--- config.mk ---
export PLATFORM = sky130hd
export DESIGN_NAME = pwm_modulator
export DESIGN_NICKNAME = d
export VERILOG_FILES = /design/src/rtl/pwm_pkg.sv /design/src/rtl/pwm_modulator_tick_sync.sv /design/src/rtl/pwm_modulator.sv
export SDC_FILE = /design/constraint.sdc
export NUM_CORES = 1
export LEC_CHECK = 0
export CAP_MARGIN = 10
export CORE_ASPECT_RATIO = 1.4
export CORE_MARGIN = 2
export CORE_UTILIZATION = 41
export CTS_CLUSTER_SIZE = 14
export DETAILED_ROUTE_END_ITERATION = 10
export PLACE_DENSITY = 0.59
export REMOVE_ABC_BUFFERS = 1
export SYNTH_ARGS = -nofsm -noshare
export SYNTH_HDL_FRONTEND = slang
export SYNTH_SLANG_ARGS = --single-unit
--- constraint.sdc ---
create_clock -name clk -period 8.2 [get_ports clk]
set_input_delay 1.64 -clock clk [delete_from_list [all_inputs] [get_ports clk]]
set_output_delay 1.64 -clock clk [all_outputs]
set_load 0.02 [all_outputs]
--- src/rtl/pwm_pkg.sv ---
// Shared definitions for the PWM modulator: FSM state type and default parameters.
package pwm_pkg;

  localparam int unsigned PWM_WIDTH_DEF = 8;
  localparam int unsigned PWM_SYNC_DEF  = 2;

  typedef enum logic [0:0] {
    ST_IDLE = 1'b0,
    ST_RUN  = 1'b1
  } pwm_state_e;

endpackage

--- src/rtl/pwm_modulator_tick_sync.sv ---
// Synchronizes an asynchronous divided clock and emits a one-cycle step pulse on each rising edge.
module tick_sync
  import pwm_pkg::*;
#(
  parameter int unsigned SYNC_STAGES = PWM_SYNC_DEF
) (
  input  logic clk,
  input  logic rst,
  input  logic tick_i,
  output logic step_o
);

  logic [SYNC_STAGES-1:0] sync_q;
  logic                   prev_q;

  always_ff @(posedge clk or negedge rst) begin
    if (!rst) begin
      sync_q <= '0;
      prev_q <= 1'b0;
    end else begin
      sync_q <= {sync_q[SYNC_STAGES-2:0], tick_i};
      prev_q <= sync_q[SYNC_STAGES-1];
    end
  end

  assign step_o = sync_q[SYNC_STAGES-1] & ~prev_q;

endmodule

--- src/rtl/pwm_modulator.sv ---
// PWM generator stepped by a synchronized divider tick, with a double-buffered duty register.
// Optional complementary output pwm_n is built when PWM_COMPLEMENT_EN is defined.
module pwm_modulator
  import pwm_pkg::*;
#(
  parameter int unsigned WIDTH       = PWM_WIDTH_DEF,
  parameter int unsigned SYNC_STAGES = PWM_SYNC_DEF
) (
  input  logic             clk,
  input  logic             rst,
  input  logic             en,
  input  logic             tick_in,
  input  logic [WIDTH-1:0] duty_in,
  input  logic             duty_valid,
  output logic             duty_ready,
  output logic             pwm_out,
  output logic             period_start
`ifdef PWM_COMPLEMENT_EN
  ,
  output logic             pwm_n
`endif
);

  pwm_state_e       state_q, state_d;
  logic [WIDTH-1:0] cnt_q, cnt_d;
  logic [WIDTH-1:0] shadow_q, shadow_d;
  logic [WIDTH-1:0] active_q, active_d;
  logic             pending_q, pending_d;
  logic             pwm_q, pwm_d;
  logic             ps_q, ps_d;
  logic             step, advance, boundary;

  tick_sync #(.SYNC_STAGES(SYNC_STAGES)) u_tick_sync (
    .clk    (clk),
    .rst    (rst),
    .tick_i (tick_in),
    .step_o (step)
  );

  always_comb begin
    state_d   = state_q;
    cnt_d     = cnt_q;
    shadow_d  = shadow_q;
    active_d  = active_q;
    pending_d = pending_q;
    pwm_d     = pwm_q;
    ps_d      = 1'b0;
    advance   = step & en;

    if (!en) begin
      state_d = ST_IDLE;
      cnt_d   = '0;
      pwm_d   = 1'b0;
    end else if (advance) begin
      state_d = ST_RUN;
      cnt_d   = (state_q == ST_RUN) ? cnt_q + 1'b1 : '0;
    end

    // The IDLE->RUN step also lands on zero, so it is a boundary too.
    boundary = advance && (cnt_d == '0);
    if (boundary && pending_q) begin
      active_d  = shadow_q;
      pending_d = 1'b0;
    end
    // Accept only writes the shadow; a same-cycle boundary used the old pending state.
    if (duty_valid && !pending_q) begin
      shadow_d  = duty_in;
      pending_d = 1'b1;
    end

    if (advance) begin
      pwm_d = (cnt_d < active_d);
      ps_d  = boundary;
    end
  end

  always_ff @(posedge clk or negedge rst) begin
    if (!rst) begin
      state_q   <= ST_IDLE;
      cnt_q     <= '0;
      shadow_q  <= '0;
      active_q  <= '0;
      pending_q <= 1'b0;
      pwm_q     <= 1'b0;
      ps_q      <= 1'b0;
    end else begin
      state_q   <= state_d;
      cnt_q     <= cnt_d;
      shadow_q  <= shadow_d;
      active_q  <= active_d;
      pending_q <= pending_d;
      pwm_q     <= pwm_d;
      ps_q      <= ps_d;
    end
  end

  assign duty_ready   = ~pending_q;
  assign pwm_out      = pwm_q;
  assign period_start = ps_q;

`ifdef PWM_COMPLEMENT_EN
  logic pwm_n_q;

  always_ff @(posedge clk or negedge rst) begin
    if (!rst) begin
      pwm_n_q <= 1'b0;
    end else begin
      pwm_n_q <= (state_d == ST_RUN) & ~pwm_d;
    end
  end

  assign pwm_n = pwm_n_q;
`endif

endmodule

==> impl_results.md <==
* Status: completed
* Pleak at slightly below 0.9 nW
* Vias in the first global route at about 1,200
* Final ANT Viol Nets at 0
* Core Region at 0.00399 mm2
* Root Driver: clkbuf_8
* Final hold violation count at 0
* Hold Crit Class: flop to flop
* Crit share post-route at between 50 and 60%
* Drt pass-1 iters at 4
* Worst Tran Pin Value at approximately 760 ps
* Register Area at between 700 and 800 um2
* Setup_tns at 0 ps
* Die width at 58.7 um
* Distinct cells, synth at 47
* Clk slew on worst S/H paths at 60 ps
* Num Clock Sinks at 31
* Gr usage total at approximately 15%
* Synth area leaders: dfrtp_1 (45%), mux2_2 (8.5%), ha_1 (5.8%)
* Max Buffers Root-to-Sink at 2
* DIE HEIGHT at slightly above 80 um
* Post-synth ARST share at 100%
* CTS buffer count at 5
* Final Skew at just over 3 ps
* Post-synth EDFFs at 0
* Setup Viol. Count Final at 0
* Std cell rows at 27
* Synth Cell Area at 0.00172 mm2
* Post-synth top area share at roughly 45%
* Commonest cells post-synth: dfrtp_1 (31), mux2_2 (13), ha_1 (8), nor2_1 (8), mux2i_1 (7)
* Crit Path Max Fanout at 15
* GPL Wtd Cong at 0.841
* # nets final at approximately 190
* Largest net degree at the start of global routing at 32
* Initial antenna violation count at 0
* IO buf count at 15
* WL/cell at approximately 15 um
* Final non-filler cell total at approximately 210
* WP data required at 8390 ps
* Max_cap viols at 0
* Crit path kind: primary input to flop
* DR vias at between 1,000 and 1,500
* Layout cells sized above 1 at ~20%
* Post-CTS setup buffer count at 0
* Syn avg cell area at 11.7 um2
* Multi-input gate area at between 800 and 900 um2
* Post-Route WL at around 3100 um
* Area of the die at 0.00473 mm2
* Post-Syn Instances at around 150
* Tmin final at approximately 4700 ps
* I/O pin count at 16
* VDD IR-drop max at roughly 0.19 mV
* Startpoint type of the worst setup path: primary input
* DP HPWL at about 2400 um
* First-pass GRT wire length at around 5500 um
* FILL cells at roughly 370
* Hold buffer count at cts at 0
* Initial Utilization at 43.1%
* Remaining global-route overflow at 0
* Synthesis-to-layout area growth at 15.6%
* Pwr Density at around 250 mW/mm2
* Endpoint arrival time on the critical path at a little under 5000 ps
* DRC Markers at 0
* Later-pin clock latency in the skew report at ~270 ps
* Drt via density at around 5.6
* Count leader, synth: dfrtp_1
* Slew HR at between 40% and 50%
* #FFs+latches synth at 31
* Placed Cells at 200
* Seq/Total Area, Yosys at between 40% and 50%
* Synth Flop Type: dfrtp_1
* CTS tree: built
* RSZ-0062 raised after global routing: no
* Post-CTS Resized at 0
* Crit path capture type: flop
* Final max-slew violation count at 0
* F_max at 211 MHz
* Synth warn at 0
* Diode count at 0
* H-tree levels at 2
* Largest area contributor in the netlist: dfrtp_1
* Starting DRT DRC Count at 58
-- critical path: stages --
cell and delay (ps):
clkdlybuf4s50_1 610, nand3b_2 160, and4b_1 270, a21oi_1 100, nor4_4 430, nand2_4 230, mux2i_1 240, ha_1 270
and4_1 170, nor4_1 230, a32o_1 240, and4b_1 210, nor3_1 130
-- worst paths after layout --
kind / startpoint / end / slack (ps) / cells past startpoint
setup / recovery: en / pwm_out / 3460 / 13
hold / removal: u_tick_sync.sync_q[0] / u_tick_sync.sync_q[1] / 370 / 0
setup reg to reg: u_tick_sync.prev_q / pwm_out / 4580 / 12
hold reg to reg: u_tick_sync.sync_q[0] / u_tick_sync.sync_q[1] / 370 / 0
max in group asynchronous: rst / pending_q / 6170 / 2
min in group asynchronous: rst / active_q[4] / 1750 / 2
-- flip-flops by register name, indices dropped and copies added (netlist names) --
name and flops:
shadow_q 8, u_tick_sync.sync_q 2, pending_q 1, state_q 1
period_start 1, u_tick_sync.prev_q 1, pwm_out 1, active_q 8
cnt_q 8
-- power breakdown --
| part | leakage [nW] | internal (mW) | switching (mW) |
|---|---|---|---|
| logic | 0.443 | 0.0777 | 0.0542 |
| clock network | 0.0515 | 0.0765 | 0.0520 |
| registers | 0.387 | 0.199 | 0.0324 |
-- placed cells by master, fill, tap and decap left out, types with 5 or more instances in the layout --
| cell | synthesis | final |
|---|---|---|
| ha_1 | 8 | 8 |
| clkdlybuf4s50_1 | 0 | 15 |
| clkbuf_8 | 0 | 7 |
| nor2_1 | 8 | 8 |
| nand2_1 | 6 | 6 |
| dfrtp_1 | 31 | 31 |
| nor2b_1 | 5 | 5 |
| mux2_2 | 13 | 13 |
| a21oi_1 | 5 | 5 |
| o21ai_0 | 5 | 5 |
| mux2i_1 | 7 | 7 |
-- area by class of cell --
cell class,instances,area share [%]
clock buffer,8,5.04
inverter,3,0.567
sequential,31,39.0
multi-input combinational,107,44.7
timing repair buffer,16,7.93
tap,43,2.71
-- metrics by stage --
stage | util (%) | hold WS, ps | power (mW) | setup slack [ps] | area (um2)
after floorplan | - | 331 | 0.324 | 4080 | 1680
after global placement | 47.3 | 332 | 0.365 | 3240 | 1890
after detailed placement | 47.3 | 370 | 0.369 | 3160 | 1890
after CTS | 49.8 | 384 | 0.501 | 3420 | 1990
after global routing | 49.8 | 405 | 0.527 | 3140 | 1990
final | 49.8 | 374 | 0.491 | 3460 | 1990
-- metal layers --
metal / vias to the layer above / track usage [%] / part of all wire, % / wire [um]
li1: 576 / - / - / -
met1: 566 / 19.3 / 44 / 1370
met2: 18 / 25.4 / 52 / 1630
met3: 4 / 4.03 / 3.2 / 99
met4: 0 / 4.77 / 1.2 / 38
met5: - / 0 / 0 / 0
-- logic make-up after synthesis --
| logic type | Yosys count | share of synthesized area (%) |
|---|---|---|
| DFF | 31 | 45.1 |
| adders and majority gates | 8 | 5.82 |
| and+or+nand+nor | 51 | 19.1 |
| muxes | 23 | 15.2 |
| AOI/OAI and AO/OA | 22 | 10.0 |
| buffers and inverters | 9 | 3.20 |
| xor gates and xnor gates | 3 | 1.53 |
No activity file was read; power rests on OpenSTA's default activity.
==> RTL change (same flow settings) <==
Register the output `pwm_out` once more, with the module's reset; this adds one clock of latency there. The other outputs are not delayed to match.
--- a/src/rtl/pwm_modulator.sv
+++ b/src/rtl/pwm_modulator.sv
@@ -95,7 +95,13 @@
   end
 
   assign duty_ready   = ~pending_q;
-  assign pwm_out      = pwm_q;
+  always_ff @(posedge clk or negedge rst) begin
+    if (!rst) begin
+      pwm_out <= '0;
+    end else begin
+      pwm_out <= pwm_q;
+    end
+  end
   assign period_start = ps_q;
 
 `ifdef PWM_COMPLEMENT_EN
Behaviour: not the same (a bounded check fails within 4 cycles, from zero or initial values and one cycle with rst low).
==> RTL change against the original RTL <==
- area after synthesis up 1.5%
- sequential cell count up 1
- final area up 2.7%
- routed wire length up 2.8%
- worst setup slack better by 18 ps
- total power up 9.2%
- fmax up 0.39%
- register-to-register slack worse by 20 ps
==> RTL change: results (changes against the original RTL) <==
| Metric | Value |
|---|---|
| Worst flop-to-flop path endpoint | pwm_q (was pwm_out) |
| Resized cells post-CTS | 0 (unchanged) |
| Reg clk slew, reported paths | 60 ps (about the same) |
| Filler cell count | 400 (was 366) |
| Placed cells | 203 (was 200) |
| Met3 WL | 130 um (was 99 um) |
| Largest regs | active_q x8, cnt_q x8, shadow_q x8 (unchanged) |
| Most common flop cell mapped by yosys | dfrtp_1 (unchanged) |
| Slowest cell delay on critical path | 610 ps (about the same) |
| Arr. time, crit path | 4920 ps (was 4940 ps) |
| Initial DRC Count | 25 (was 58) |
| Largest net degree at the start of global routing | 33 (was 32) |
| YS warnings | 0 (unchanged) |
| R2R depth | 13 (was 12) |
| Final WL | 3220 um (was 3140 um) |
| GRT Total Usage | 15.9% (was 15.4%) |
| Leak pwr | 0.908 nW (was 0.882 nW) |
| Reg2Reg Setup Slack | 4560 ps (was 4580 ps) |
| HP Start | u_tick_sync.sync_q[0] (unchanged) |
| Ant. Diodes | 0 (unchanged) |
| Cell variety after synth | 47 (unchanged) |
| Syn Inst Count | 148 (was 147) |
| Vias in the first global route | 1291 (was 1195) |
| Gp weighted congestion | 0.758 (was 0.841) |
| Sequential fraction of the synthesis area | 45.9% (was 45.1%) |
| Worst slew pin tran | 709 ps (was 764 ps) |
| Setup bufs post-CTS | 0 (unchanged) |
| Hold path cells | 0 (unchanged) |
| Root buffer cell | clkbuf_8 (unchanged) |
| Num CTS Buffers | 5 (unchanged) |
| Global-route wire length before repair | 5690 um (was 5530 um) |
| WL per Instance | 15.3 um (was 15.1 um) |
| Routed vias | 1213 (was 1164) |
| Synth cell count leaders | 32 x dfrtp_1, 13 x mux2_2, 8 x ha_1, 8 x nor2_1, 7 x mux2i_1 (was 31 x dfrtp_1, 13 x mux2_2, 8 x ha_1, 8 x nor2_1, 7 x mux2i_1) |
| PortBufs | 15 (unchanged) |
| HP Class | reg -> reg (unchanged) |
| Clock skew | 8.13 ps (was 3.03 ps) |
| Nets@finish | 186 (was 185) |
| DP HPWL | 2440 um (was 2380 um) |
| Initial antenna violation count | 0 (unchanged) |
| Worst path slowest cell | clkdlybuf4s50_1 (unchanged) |
| Peak VDD IR | 0.143 mV (was 0.185 mV) |
| Top sig layer | met4 (unchanged) |
| Worst skew pair latency | 290 ps (was 270 ps) |
| Status | finished, final reports clean (unchanged) |
| Met2 routed WL | 1680 um (was 1630 um) |
| Layout cells sized above 1 | 20.5% (was 20.0%) |
| Area contributors post-synth | dfrtp_1 46%, mux2_2 8.4%, ha_1 5.7% (was dfrtp_1 45%, mux2_2 8.5%, ha_1 5.8%) |
| Synth async-reset ratio | 100% (unchanged) |
| WHS | 351 ps (was 374 ps) |
| Metal-1 WL | 1310 um (was 1370 um) |
RTL change: changes by cell type in the layout (fill, tap and decap cells not counted):
cell | unedited run | this run
bufinv_16 | 0 | 1
clkbuf_1 | 1 | 0
dfrtp_1 | 31 | 32
RTL change: how the worst max path moves through the flow:
stage,from,endpoint,cells after the start
3_3_place_gp,en,pwm_q,14
4_1_cts,en,pwm_q,14
6_report,en,pwm_q,14
5_1_grt,en,pwm_q,14
3_5_place_dp,en,pwm_q,14
2_1_floorplan,en,pwm_q,13
RTL change: stage by stage:
| step | area (um2) | power [mW] | setup slack, ps |
|---|---|---|---|
| after floorplan | 1700 | 0.330 | 4080 |
| after global placement | 1910 | 0.373 | 3260 |
| after detailed placement | 1910 | 0.377 | 3150 |
| after CTS | 2040 | 0.543 | 3430 |
| after global routing | 2040 | 0.569 | 3180 |
| final | 2040 | 0.536 | 3480 |
RTL change: layer usage:
metal	track usage, %	vias to the layer above
met1	17.7	594
met5	0	-
met3	4.62	12
li1	-	576
met4	8.86	0
met2	26.8	31
RTL change: kinds of logic after synthesis:
| group | Yosys count | synth area share (%) |
|---|---|---|
| XOR/XNOR | 3 | 1.51 |
| buffers and inverters | 9 | 3.16 |
| AND/OR/NAND/NOR | 51 | 18.8 |
| flip-flops | 32 | 45.9 |
| multiplexers | 23 | 15.0 |
| AO/OA/AOI/OAI | 22 | 9.90 |
| adder cells (fa/ha/maj) | 8 | 5.74 |
RTL change: area by class of cell:
| class | instances | area [um2] | area share, % |
|---|---|---|---|
| Multi-Input combinational cell | 107 | 888 | 43.5 |
| Sequential cell | 32 | 801 | 39.2 |
| Timing Repair Buffer | 16 | 158 | 7.73 |
| Clock buffer | 7 | 96.3 | 4.72 |
| Tap cell | 45 | 56.3 | 2.76 |
| Clock inverter | 1 | 30.0 | 1.47 |
| Inverter | 3 | 11.3 | 0.552 |
RTL change: worst reg2reg max path, delay by kind of cell (launching register included):
| family | cells | cell delay [ps] |
|---|---|---|
| DFF | 1 | 390 |
| and+or+nand+nor | 6 | 1470 |
| AOI/OAI and AO/OA | 5 | 1210 |
| adders and majority gates | 1 | 290 |
| muxes | 1 | 180 |
RTL change: power breakdown:
part / total, mW / leakage, nW / switching, mW / internal [mW]
sequential: 0.239 / 0.400 / 0.0337 / 0.205
clock: 0.165 / 0.0645 / 0.0579 / 0.107
combinational: 0.133 / 0.443 / 0.0548 / 0.0778
total: 0.536 / 0.908 / 0.146 / 0.390
